`config.mk`:
```
export PLATFORM = sky130hd
export DESIGN_NAME = fir_block_master
export DESIGN_NICKNAME = d
export VERILOG_FILES = /design/src/rtl/fir_block_master.sv
export SDC_FILE = /design/constraint.sdc
export NUM_CORES = 1
export LEC_CHECK = 0
export CORE_MARGIN = 2
export CORE_UTILIZATION = 50
export CTS_CLUSTER_DIAMETER = 150
export DETAILED_ROUTE_END_ITERATION = 7
export HOLD_SLACK_MARGIN = 0.15
export PLACE_DENSITY_LB_ADDON = 0.15
export SLEW_MARGIN = 10
export SYNTH_ARGS = -nofsm -noshare
export SYNTH_HDL_FRONTEND = slang
export SYNTH_SLANG_ARGS = --single-unit
```
`constraint.sdc`:
```
create_clock -name iClk -period 13.07 [get_ports iClk]
set_clock_uncertainty 0.2 [all_clocks]
set_input_delay 2.614 -clock iClk [delete_from_list [all_inputs] [get_ports iClk]]
set_output_delay 2.614 -clock iClk [all_outputs]
set_load 0.01 [all_outputs]
```
`src/rtl/fir_block_master.sv`:
```
// Bus-mastering FIR filter: loads NUM_TAPS coefficients, then streams samples from base_x,
// filters them one tap per cycle, and writes each output word to base_y.
module fir_block_master #(
  parameter int NUM_TAPS = 8,
  parameter int DATA_W   = 8,
  parameter int COEF_W   = 8,
  parameter int ACC_W    = DATA_W + COEF_W + $clog2(NUM_TAPS)
) (
  input  logic        iClk,
  input  logic        iRst,
  input  logic        iChipSelect_Control,
  input  logic        iWrite_Control,
  input  logic        iRead_Control,
  input  logic [4:0]  iAddress_Control,
  input  logic [31:0] iData_Control,
  output logic [31:0] oData_Control,
  output logic [31:0] oAddress_Master_Read,
  output logic        oRead_Master_Read,
  input  logic [31:0] iReadData_Master_Read,
  input  logic        iWait_Master_Read,
  output logic [31:0] oAddress_Master_Write,
  output logic        oWrite_Master_Write,
  output logic [31:0] oWriteData_Master_Write,
  input  logic        iWait_Master_Write,
  output logic        oIrq
);

  localparam int TAP_W = (NUM_TAPS > 1) ? $clog2(NUM_TAPS) : 1;
  localparam int PROD_W = DATA_W + COEF_W;
  localparam logic [TAP_W-1:0] LAST_TAP = TAP_W'(NUM_TAPS - 1);

  localparam logic [2:0] S_IDLE    = 3'd0;
  localparam logic [2:0] S_LOAD_H  = 3'd1;
  localparam logic [2:0] S_READ_X  = 3'd2;
  localparam logic [2:0] S_MAC     = 3'd3;
  localparam logic [2:0] S_WRITE_Y = 3'd4;
  localparam logic [2:0] S_DONE    = 3'd5;

  logic [2:0]               state_q,      state_d;
  logic [31:0]              baseX_q,      baseX_d;
  logic [31:0]              baseH_q,      baseH_d;
  logic [31:0]              baseY_q,      baseY_d;
  logic [15:0]              length_q,     length_d;
  logic [15:0]              count_q,      count_d;
  logic                     irqEn_q,      irqEn_d;
  logic                     done_q,       done_d;
  logic                     aborted_q,    aborted_d;
  logic                     abortPend_q,  abortPend_d;
  logic [TAP_W-1:0]         tap_q,        tap_d;
  logic signed [ACC_W-1:0]  acc_q,        acc_d;
  logic [31:0]              rdData_q,     rdData_d;
  logic signed [COEF_W-1:0] h_q [NUM_TAPS];
  logic signed [COEF_W-1:0] h_d [NUM_TAPS];
  logic signed [DATA_W-1:0] x_q [NUM_TAPS];
  logic signed [DATA_W-1:0] x_d [NUM_TAPS];

  logic                     busy;
  logic                     csWrite;
  logic                     csRead;
  logic                     startPulse;
  logic                     abortPulse;
  logic                     abortReq;
  logic                     rdStrobe;
  logic                     wrStrobe;
  logic                     readAccept;
  logic                     writeAccept;
  logic                     moreSamples;
  logic signed [PROD_W-1:0] prod;
  logic signed [31:0]       accExt;

  // DONE is a one-cycle completion marker, so only the working states count as busy.
  assign busy        = (state_q != S_IDLE) && (state_q != S_DONE);
  assign csWrite     = iChipSelect_Control && iWrite_Control;
  assign csRead      = iChipSelect_Control && iRead_Control;
  assign startPulse  = csWrite && (iAddress_Control == 5'd3) && iData_Control[0];
  assign abortPulse  = csWrite && (iAddress_Control == 5'd3) && iData_Control[2];
  assign abortReq    = abortPend_q || (abortPulse && busy);
  assign rdStrobe    = (state_q == S_LOAD_H) || (state_q == S_READ_X);
  assign wrStrobe    = (state_q == S_WRITE_Y);
  assign readAccept  = rdStrobe && !iWait_Master_Read;
  assign writeAccept = wrStrobe && !iWait_Master_Write;
  assign moreSamples = ({1'b0, count_q} + 17'd1) < {1'b0, length_q};
  assign prod        = PROD_W'(h_q[tap_q]) * PROD_W'(x_q[tap_q]);
  assign accExt      = 32'(acc_q);

  // Master outputs are decoded from registered state, so they cannot move during a wait.
  assign oRead_Master_Read       = rdStrobe;
  assign oAddress_Master_Read    = (state_q == S_LOAD_H) ? baseH_q + 32'(tap_q) :
                                   (state_q == S_READ_X) ? baseX_q + 32'(count_q) : 32'd0;
  assign oWrite_Master_Write     = wrStrobe;
  assign oAddress_Master_Write   = wrStrobe ? baseY_q + 32'(count_q) : 32'd0;
  assign oWriteData_Master_Write = wrStrobe ? accExt : 32'd0;
  assign oData_Control           = rdData_q;
  assign oIrq                    = done_q && irqEn_q;

  always_comb begin
    state_d     = state_q;
    baseX_d     = baseX_q;
    baseH_d     = baseH_q;
    baseY_d     = baseY_q;
    length_d    = length_q;
    count_d     = count_q;
    irqEn_d     = irqEn_q;
    done_d      = done_q;
    aborted_d   = aborted_q;
    abortPend_d = abortPend_q;
    tap_d       = tap_q;
    acc_d       = acc_q;
    rdData_d    = rdData_q;
    h_d         = h_q;
    x_d         = x_q;

    if (csWrite) begin
      case (iAddress_Control)
        5'd0: if (!busy) baseX_d = iData_Control;
        5'd1: if (!busy) baseH_d = iData_Control;
        5'd2: if (!busy) baseY_d = iData_Control;
        5'd3: irqEn_d = iData_Control[1];
        5'd4: begin
          if (iData_Control[0]) done_d = 1'b0;
          if (iData_Control[2]) aborted_d = 1'b0;
        end
        5'd5: if (!busy) length_d = iData_Control[15:0];
        default: ;
      endcase
    end

    if (abortPulse && busy) abortPend_d = 1'b1;

    case (state_q)
      S_IDLE: begin
        abortPend_d = 1'b0;
        if (startPulse) begin
          done_d    = 1'b0;
          aborted_d = 1'b0;
          count_d   = 16'd0;
          tap_d     = '0;
          if (length_q == 16'd0) begin
            state_d = S_DONE;
            done_d  = 1'b1;
          end else begin
            state_d = S_LOAD_H;
          end
        end
      end
      S_LOAD_H: begin
        for (int k = 0; k < NUM_TAPS; k++) x_d[k] = '0;
        if (readAccept) begin
          h_d[tap_q] = iReadData_Master_Read[COEF_W-1:0];
          if (abortReq) begin
            state_d   = S_IDLE;
            aborted_d = 1'b1;
            done_d    = 1'b0;
          end else if (tap_q == LAST_TAP) begin
            state_d = S_READ_X;
            tap_d   = '0;
          end else begin
            tap_d = tap_q + 1'b1;
          end
        end
      end
      S_READ_X: begin
        if (readAccept) begin
          x_d[0] = iReadData_Master_Read[DATA_W-1:0];
          for (int k = 1; k < NUM_TAPS; k++) x_d[k] = x_q[k-1];
          acc_d = '0;
          tap_d = '0;
          if (abortReq) begin
            state_d   = S_IDLE;
            aborted_d = 1'b1;
            done_d    = 1'b0;
          end else begin
            state_d = S_MAC;
          end
        end
      end
      S_MAC: begin
        acc_d = acc_q + ACC_W'(prod);
        if (abortReq) begin
          state_d   = S_IDLE;
          aborted_d = 1'b1;
          done_d    = 1'b0;
        end else if (tap_q == LAST_TAP) begin
          state_d = S_WRITE_Y;
        end else begin
          tap_d = tap_q + 1'b1;
        end
      end
      S_WRITE_Y: begin
        if (writeAccept) begin
          count_d = count_q + 16'd1;
          if (abortReq) begin
            state_d   = S_IDLE;
            aborted_d = 1'b1;
            done_d    = 1'b0;
          end else if (moreSamples) begin
            state_d = S_READ_X;
          end else begin
            state_d = S_DONE;
            done_d  = 1'b1;
          end
        end
      end
      S_DONE: begin
        abortPend_d = 1'b0;
        state_d     = S_IDLE;
      end
      default: state_d = S_IDLE;
    endcase

    if (csRead) begin
      case (iAddress_Control)
        5'd0:    rdData_d = baseX_q;
        5'd1:    rdData_d = baseH_q;
        5'd2:    rdData_d = baseY_q;
        5'd3:    rdData_d = {30'd0, irqEn_q, 1'b0};
        5'd4:    rdData_d = {29'd0, aborted_q, busy, done_q};
        5'd5:    rdData_d = {16'd0, length_q};
        5'd6:    rdData_d = {16'd0, count_q};
        default: rdData_d = 32'd0;
      endcase
    end
  end

  always_ff @(posedge iClk) begin
    if (iRst) begin
      state_q     <= S_IDLE;
      baseX_q     <= '0;
      baseH_q     <= '0;
      baseY_q     <= '0;
      length_q    <= '0;
      count_q     <= '0;
      irqEn_q     <= 1'b0;
      done_q      <= 1'b0;
      aborted_q   <= 1'b0;
      abortPend_q <= 1'b0;
      tap_q       <= '0;
      acc_q       <= '0;
      rdData_q    <= '0;
      h_q         <= '{default: '0};
      x_q         <= '{default: '0};
    end else begin
      state_q     <= state_d;
      baseX_q     <= baseX_d;
      baseH_q     <= baseH_d;
      baseY_q     <= baseY_d;
      length_q    <= length_d;
      count_q     <= count_d;
      irqEn_q     <= irqEn_d;
      done_q      <= done_d;
      aborted_q   <= aborted_d;
      abortPend_q <= abortPend_d;
      tap_q       <= tap_d;
      acc_q       <= acc_d;
      rdData_q    <= rdData_d;
      h_q         <= h_d;
      x_q         <= x_d;
    end
  end

endmodule

```
**Word-level counts from Yosys, hierarchy flattened**

Cells that the tools add are included.

- Bits in registers: 317
- Input bits: 76
- Output and inout port bits: 131
- Logic and storage cells: 161

- Add/sub/neg operators: 7
- Multiply operators: 1
- $lt $le $gt $ge: 3
- Equal/unequal tests: 22
- Multiplexer cells: 61
- Bitwise operators: 2
- Reduce and logical (&&, ||, !) cells: 36

Operators with widths:

| kind | number |
|---|---|
| one-hot mux 32 bit (7 select lines) | 1 |
| 2-to-1 mux 32 bit | 4 |
| one-hot mux 64 bit (2 select lines) | 1 |
| adder 32 x 16 -> 32 bit | 2 |
| bitwise mux 64 bit | 1 |
| 2-to-1 mux 64 bit | 1 |
| 2-to-1 mux 3 bit | 18 |
| binary-select mux 8 bit (select 3 bit) | 2 |
| 2-to-1 mux 8 bit | 5 |
| one-hot mux 19 bit (2 select lines) | 1 |
| adder 32 x 3 -> 32 bit | 1 |
| 2-to-1 mux 16 bit | 2 |
| one-hot mux 16 bit (2 select lines) | 1 |
| demux 8 bit (select 3 bit) | 1 |
| adder 19 x 16 -> 19 bit | 1 |
| 2-to-1 mux 19 bit | 1 |
| adder 16 x 1 -> 17 bit (second input constant) | 1 |
| less-than comparator 17 x 16 -> 1 bit | 1 |
| 2-to-1 mux 1 bit | 17 |
| adder 16 x 1 -> 16 bit (second input constant) | 1 |
| logical NOT 16 bit | 1 |
| multiplier 8 x 8 -> 16 bit | 1 |
| equality test 5 x 3 -> 1 bit (second input constant) | 3 |
| one-hot mux 3 bit (5 select lines) | 1 |
| other kinds (31) | 63 |

**Logic depth before layout (Yosys ltp)**

Gate-level depths: netlist of the first run.

- Word-level depth: 8
- Depth in mapped cells: 26
- Gate-level depth less buffers: 24

**Worst setup path after synthesis of the first run**

No wires, ideal clock.

- Path type: flip-flop to flip-flop
- From: reg tap_q[2]
- To: reg acc_q[18]
- Setup time: 117 ps
- Data arrival time: 6,473 ps
- Path slack: 6,280 ps
- Cell stages (with the launch flop): 25
- Clock period less this slack: 6,790 ps
- Cells stage by stage: dfxtp_1 -> buf_2 -> and3_1 -> clkbuf_1 -> buf_2 -> a22oi_1 -> and3_1 -> buf_2 -> nor2_1 -> inv_1 -> fa_1 -> inv_1 -> fa_1 -> fa_1 -> fa_1 -> fa_1 -> ha_1 -> o21ai_0 -> o21a_1 -> o31ai_1 -> nor3_1 -> o21bai_1 -> a31oi_1 -> xnor2_1 -> a22o_1

- Word-level cells in the longest chain between the ends: 7

RTL lines:

| item | RTL line | RTL |
|---|---|---|
| from (decl) | 49 | `logic [TAP_W-1:0] tap_q, tap_d;` |
| from (signal assigned) | 253 | `tap_q <= tap_d;` |
| NOT 3 -> 4 bit (not written as such) (*) | 83 | `assign prod = PROD_W'(h_q[tap_q]) * PROD_W'(x_q[tap_q]);` |
| binary-select mux 8 bit (select 3 bit) | 83 |  |
| 2-to-1 mux 8 bit (not written as such) (2 in series) | 83 |  |
| multiplier 8 x 8 -> 16 bit (*) | 83 |  |
| adder 19 x 16 -> 19 bit (*) | 178 | `acc_d = acc_q + ACC_W'(prod);` |
| one-hot mux 19 bit (2 select lines) (*) | 130 | `case (state_q)` |
| to (signal assigned) | 238 | `acc_q <= '0;` |
| to (signal assigned) | 254 | `acc_q <= acc_d;` |
| to (decl) | 50 | `logic signed [ACC_W-1:0] acc_q, acc_d;` |

Every way passes the cells marked *; elsewhere a longest branch is shown, timed or not. The select of a mux whose other input is x is not followed.
A chain may end at the register's enable or synchronous reset.

**Final worst setup path of the first run**

- From: reg tap_q[2]
- To: reg acc_q[17]

Same word-level chain as after synthesis.

==> reports/results.ini, run 1 <==
[synth]
synth.distinct_cells = 79
synth.area.top_cells = dfxtp_1 31%, nand2_1 9.2%, fa_1 8.5%
yosys.area_share.adder_pct = 14.5
synth_area_um2 = 20500
synth_ff_type = dfxtp_1
avgSynthCellArea_um2 = 7.84
synth_top_family_by_area = simple AND/OR/NAND/NOR gates
ys_ff_latch = 317
synth_top_area_share_pct = 31.0
yosys.area.top_type = dfxtp_1
yosysSeqAreaShare_pct = 31.0
async_reset_ff_share_pct = 0
yosys.area_share.simple_pct = 23.1
muxShareOfSynthArea_pct = 1.07
syn_nets = 2873
synth-edff-count = 0
postSynthCellCount = 2613
synth-compound-area-share_pct = 19.6
ys_warn_count = 0
synthXorXnorAreaFrac_pct = 4.52

[setup_path]
reg2reg_slack_ps = 5050
crit_chain = and3_1 -> a22o_1 -> a221oi_1 -> and3_1 -> nor2_1 -> inv_1 -> fa_1 -> inv_1 -> fa_1 -> fa_1 -> fa_1 -> fa_1 -> ha_1 -> o21ai_0 -> o21bai_1 -> a21boi_0 -> o21ai_0 -> o31ai_1 -> o21ai_0 -> xor2_1 -> a22o_1
cp.required_ps = 13300
crit_fanout = 18
worst_path_most_repeated_cell = fa_1
r2r_start = tap_q[2]
cp_slowest_stage_delay_ps = 970
setup.worst_path.end_class = flop
rr_worst_depth = 21
crit_type = flop to flop
startpoint_type = flop
crit_buf_inv = 2
crit_slowest_cell = nor2_1
crit_family = adder cells
worstPathArrival_ps = 8250
r2r_end = acc_q[17]

[power]
p_seq_share_pct = 40.5
vdd_ir_drop_max_mv = 0.0748
comb_power_share_pct = 17.7
swShare_pct = 31.3
p_clk_share_pct = 41.8
p_leak_nw = 8.96
p_per_area_nw_per_um2 = 104
power_switching_uw = 771
p_int_mw = 1.69

[detailed_routing]
post_drt_via_cell_ratio = 5.87
met3WireLength_um = 3540
dr.max_layer_used = met5
dr_wl_met2_um = 30200
ant_nets = 0
wl_met1_um = 26000
firstDrtPassIters = 6
wirelength_um = 62500
dr.first_iter.drc_count = 1613
wire_per_inst_um = 19.2
drc = 0
vias = 19050

[clocking]
htreeDepth = 2
numCtsBuffers = 37
post_cts_buffers = 0
cts_tree = done
insertion_delay_ps = 560
cts_hold_buffers = 0
numClockSinks = 317
cts_root_buf = clkbuf_16
path_clk_slew_ps = 60
cts.repair.resized = 0
cts_buffer_depth = 3

[hold_path]
hold_path_depth = 2
min-delay-path-class = flop to flop
holdPathEnd = h_q[47]
min_from = h_q[47]

[global_routing]
grt_pass1_wl_um = 99600
grt_usage_pct = 29.5
first_global_vias = 18568
grt_max_degree = 149
antenna_found_initial = 2
grt-ovfl-total = 0

[timing]
timing.final.crit_share_pct = 61.4
drv_slew = 0
tns_ps = 0
rsz0062_at_grt = no
max_freq_mhz = 125
slew_headroom_pct = 18.3
min_period_ps = 8020
report.final.setup_viol = 0
tightest_slew_ps = 1230
hold_violations = 0

[floorplan]
die_x_um = 206
die_h_um = 206
die_area_um2 = 42600
pin_count = 207
start_util_pct = 50.4
placementRows = 74
core-area_um2 = 40600

[layout]
fin_nets = 2946
final_cell_mix = 500 x nand2_1, 317 x dfxtp_1, 293 x a21oi_1
area_growth_pct = 15.6
final_common_cell = nand2_1
drive_above_1_share_pct = 5.05
final_area_um2 = 23700

[outcome]
outcome = finished clean

[place]
port_buffers = 182
gp_congestion = 0.924
placed_area_um2 = 22500
detailed_place_hpwl_um = 43500

[job]
drv_cap = 0

[stage by stage]
stage / instances / utilization (%) / hold WS, ps / power (mW) / setup WS, ps
after floorplan: 2613 / - / 232 / 1.30 / 6280
after global placement: 3179 / 55.3 / 239 / 1.44 / 5200
after detailed placement: 3179 / 55.3 / 247 / 1.45 / 5100
after CTS: 3244 / 58.3 / 254 / 2.48 / 5060
after global routing: 3245 / 58.3 / 269 / 2.55 / 4590
final: 3246 / 58.3 / 254 / 2.46 / 5050
[metal layers]
metal / global-route usage, % / vias to the layer above
met5: 0 / -
met2: 50.1 / 654
met3: 4.07 / 167
met1: 37.2 / 9090
met4: 13.2 / 2
li1: - / 9137
[logic make-up (layout without fill, tap and decap cells)]
kind of cell	Yosys count	after routing
AND/OR/NAND/NOR	1043	1043
AO/OA/AOI/OAI	631	631
flip-flops	317	317
buffers and inverters	310	409
adder cells (fa/ha/maj)	185	185
XOR/XNOR	105	105
multiplexers	22	22
other	0	2
[worst reg2reg max path, stage by stage, from the launching register on]
cell	delay [ps]
dfxtp_1	600
and3_1	820
a22o_1	270
a221oi_1	50
and3_1	400
nor2_1	970
inv_1	160
fa_1	540
inv_1	50
fa_1	520
fa_1	440
fa_1	570
fa_1	430
ha_1	360
o21ai_0	130
o21bai_1	110
a21boi_0	210
o21ai_0	190
o31ai_1	360
o21ai_0	160
xor2_1	160
a22o_1	210
[cells in the mapped netlist (6+ instances only)]
cell type  number
nand2_1       501
dfxtp_1       317
a21oi_1       293
nor2_1        199
nand3_1       131
inv_1         126
a22oi_1       125
clkbuf_1      124
ha_1           97
fa_1           87
xor2_1         55
o21ai_0        52
xnor2_1        49
and3_1         46
buf_2          31
nand4_1        28
a21o_1         26
nand2b_1       26
mux2i_1        22
buf_4          20
nor3_1         20
o22ai_1        20
nor2b_1        15
a222oi_1       14
and4_1         14
a211oi_1       13
and2_1         13
a22o_1         11
o21a_1         10
nor4_1          8
o21bai_1        8
buf_1           7
o211ai_1        6
or3_1           6
[final cells by class]
| type | count | area (µm²) |
|---|---|---|
| fillers | 3749 | 16900 |
| flip-flops and latches | 317 | 6350 |
| clock inverters | 9 | 87.6 |
| diodes | 2 | 5.00 |
| multi-input cells | 1986 | 12900 |
| clock buffers | 56 | 1110 |
| inverters | 128 | 480 |
| well taps | 532 | 666 |
| repair buffers | 216 | 2080 |
[power groups by stage]
stage | Clock [mW] | Sequential, mW | Combinational [mW]
floorplan | 0 | 1.01 | 0.289
global placement | 0 | 1.02 | 0.422
detailed placement | 0 | 1.02 | 0.429
CTS | 1.05 | 0.997 | 0.431
global route | 1.08 | 1.00 | 0.470
finish | 1.03 | 0.998 | 0.435
[registers in the layout, summed over array words and instances, names as in the netlist, 3 cells and up]
signal / flops
h_q: 64
x_q: 64
baseH_q: 32
baseX_q: 32
baseY_q: 32
oData_Control: 32
acc_q: 19
count_q: 16
length_q: 16
state_q: 3
tap_q: 3
[worst max-delay path by stage]
| stage | depth (start not counted) | from | to | slack, ps |
|---|---|---|---|---|
| after floorplan | 24 | tap_q[2] | acc_q[18] | 6280 |
| after global placement | 21 | tap_q[2] | acc_q[17] | 5200 |
| after detailed placement | 21 | tap_q[2] | acc_q[17] | 5100 |
| after CTS | 21 | tap_q[2] | acc_q[18] | 5060 |
| after global routing | 21 | tap_q[2] | acc_q[17] | 4590 |
| final | 21 | tap_q[2] | acc_q[17] | 5050 |
Note: power is estimated with default switching activity, not from simulation.
==> run 2: changes to the inputs <==
Clock period 13.07 ns to 7.6 ns, I/O delays scaled along.
==> run 2 against run 1 <==
Net effect: cell area increased by 0.54%; power increased by 75%; clock power increased by 80%; global-route usage increased by 0.57 points; clock-buffer cell count decreased by 5; sequential share of layout area decreased by 0.14 points; utilization increased by 0.31 points; non-clock buffer count increased by 8; combinational power increased by 74%; register-to-register slack got worse by 4600 ps; largest cell class unchanged; highest routed layer unchanged.
==> reports/results.ini, run 2 (synthesis results as in run 1) <==
[outcome]
outcome = finished clean

[setup_path]
crit_fanout = 11  ; -7
crit_buf_inv = 3  ; +1
cp.required_ps = 7850  ; -5450 ps
crit_family = adder cells
crit_chain = inv_2 -> and3_1 -> buf_4 -> a22o_1 -> or4_1 -> nand2b_1 -> fa_1 -> fa_1 -> inv_1 -> fa_1 -> fa_1 -> fa_1 -> ha_1 -> o21ai_0 -> o21a_1 -> o31ai_1 -> nor3_1 -> o21bai_1 -> a31oi_1 -> xnor2_1 -> a22o_1
startpoint_type = flop
cp_slowest_stage_delay_ps = 640  ; -330 ps
worstPathArrival_ps = 7420  ; -830 ps
setup.worst_path.end_class = flop
crit_slowest_cell = or4_1
crit_type = flop to flop
worst_path_most_repeated_cell = fa_1

[layout]
fin_nets = 2955  ; +0.31%
ff_latch_area_um2 = 6350  ; unchanged
top_regs = h_q: 64 flops, x_q: 64 flops
drive_above_1_share_pct = 5.73  ; +0.68 points
multi_input_area_um2 = 12900  ; about the same
final_common_cell = nand2_1
area_growth_pct = 16.3
fin_cells = 3257  ; +0.34%
fill_cells = 3648  ; -2.7%
final_cell_mix = 500 x nand2_1, 317 x dfxtp_1, 293 x a21oi_1

[place]
port_buffers = 182  ; unchanged
dp_cells = 3187  ; +0.25%
detailed_place_hpwl_um = 44400  ; +2.1%
gp_congestion = 0.927  ; +0.35%

[timing]
slew_headroom_pct = 14.0  ; -4.3 points
hold-worst-slack_ps = 253  ; -0.623 ps
drv_slew = 0  ; unchanged
hold_violations = 0  ; unchanged
tns_ps = 0  ; unchanged
timing.final.crit_share_pct = 94.4  ; +33 points
min_period_ps = 7170  ; -852 ps
report.final.setup_viol = 0  ; unchanged
rsz0062_at_grt = no
tightest_slew_ps = 1280  ; +50.6 ps
max_freq_mhz = 139  ; +12%

[detailed_routing]
wirelength_um = 63800  ; +2.1%
vias = 19203  ; +0.80%
post_drt_via_cell_ratio = 5.90  ; +0.46%
firstDrtPassIters = 8  ; +2
drc = 0  ; unchanged
ant_nets = 0  ; unchanged
dr.first_iter.drc_count = 1810  ; +12%
wire_per_inst_um = 19.6  ; +1.8%

[power]
swShare_pct = 31.7  ; +0.43 points
comb_power_share_pct = 17.5  ; -0.2 points
p_per_area_nw_per_um2 = 181  ; +75%
vdd_ir_drop_max_mv = 0.149  ; +99%
p_leak_nw = 9.06  ; +1.1%
p_seq_share_pct = 39.7  ; -0.8 points
p_int_mw = 2.95  ; +74%
p_clk_share_pct = 42.8  ; +1.0 points
power_switching_mw = 1.37  ; +78%

[clocking]
numCtsBuffers = 38  ; +2.7%
cts_root_buf = clkbuf_16
numClockSinks = 317  ; unchanged
path_clk_slew_ps = 60  ; about the same
cts_tree = done
cts_buffer_depth = 3  ; unchanged
htreeDepth = 2  ; unchanged
insertion_delay_ps = 570  ; about the same

[global_routing]
grt_usage_pct = 30.1  ; +0.57 points
antenna_found_initial = 3  ; +1
first_global_vias = 18661  ; +0.50%
grt_pass1_wl_um = 101000  ; +1.5%
grt_max_degree = 190  ; +28%
grt-ovfl-total = 0  ; unchanged

[floorplan]
placementRows = 74  ; unchanged
start_util_pct = 50.4  ; unchanged
die_x_um = 206  ; unchanged
die_h_um = 206  ; unchanged
pin_count = 207  ; unchanged
core-area_um2 = 40600  ; unchanged
die_area_um2 = 42600  ; unchanged

[hold_path]
min-delay-path-class = flop to flop

[job]
drv_cap = 0  ; unchanged

==> run 2: cell types whose count changed in the layout (fill, tap and decap cells not counted), moves of 2 or more <==
cell,before,now
clkbuf_1,10,4
buf_4,34,41
clkbuf_8,7,9
clkinv_2,2,9
and3_2,0,2
and3_1,46,44
clkinvlp_4,4,2
==> run 2: final cells by class <==
cell class	instances	share of cell area, %
multi-input cells	1986	54.2
flip-flops and latches	317	26.6
repair buffers	224	9.04
clock buffers	51	4.57
well taps	532	2.79
inverters	128	2.02
clock inverters	18	0.719
diodes	1	0.0105
==> run 2: final timing paths <==
path | start | endpoint | slack (ps) | depth (start not counted)
setup / recovery | tap_q[1] | acc_q[18] | 430 | 21
hold / removal | x_q[0] | x_q[0] | 250 | 2
setup reg to reg | tap_q[1] | acc_q[18] | 430 | 21
hold reg to reg | x_q[0] | x_q[0] | 250 | 2
==> run 2: worst min-delay path, stage by stage (launching register included) <==
cell and delay (ps):
dfxtp_1 310, nand2_1 50, a21oi_1 50
==> run 2: repair_timing <==
| action | in CTS | in global routing |
|---|---|---|
| resized for setup | 0 | 2 |
| hold buffers | 0 | 0 |
| endpoints found under the setup margin | 0 | 2 |
| setup buffers | 0 | 0 |
==> run 2: metal layers <==
metal / vias to the layer above / share of wire [%] / GRT usage, %
met3: 154 / 6.0 / 4.64
met4: 4 / 3.7 / 11.6
met2: 703 / 49 / 51.5
met5: - / 0.042 / 0
met1: 9189 / 41 / 38.0
li1: 9153 / - / -
==> run 2: through the flow <==
stage / area (µm²) / total power, mW / utilization, % / setup WS [ps]
2_1_floorplan: 20500 / 2.23 / - / 810
3_3_place_gp: 22600 / 2.48 / 55.5 / 563
3_5_place_dp: 22600 / 2.49 / 55.5 / 441
4_1_cts: 23800 / 4.33 / 58.6 / 412
5_1_grt: 23800 / 4.47 / 58.6 / 22.0
6_report: 23800 / 4.32 / 58.6 / 428
==> run 2: power by group through the flow <==
| stage | sequential (mW) | clock, mW | combinational, mW |
|---|---|---|---|
| after floorplan | 1.73 | 0 | 0.496 |
| after global placement | 1.75 | 0 | 0.728 |
| after detailed placement | 1.75 | 0 | 0.739 |
| after CTS | 1.72 | 1.88 | 0.741 |
| after global routing | 1.72 | 1.94 | 0.817 |
| final | 1.72 | 1.85 | 0.756 |
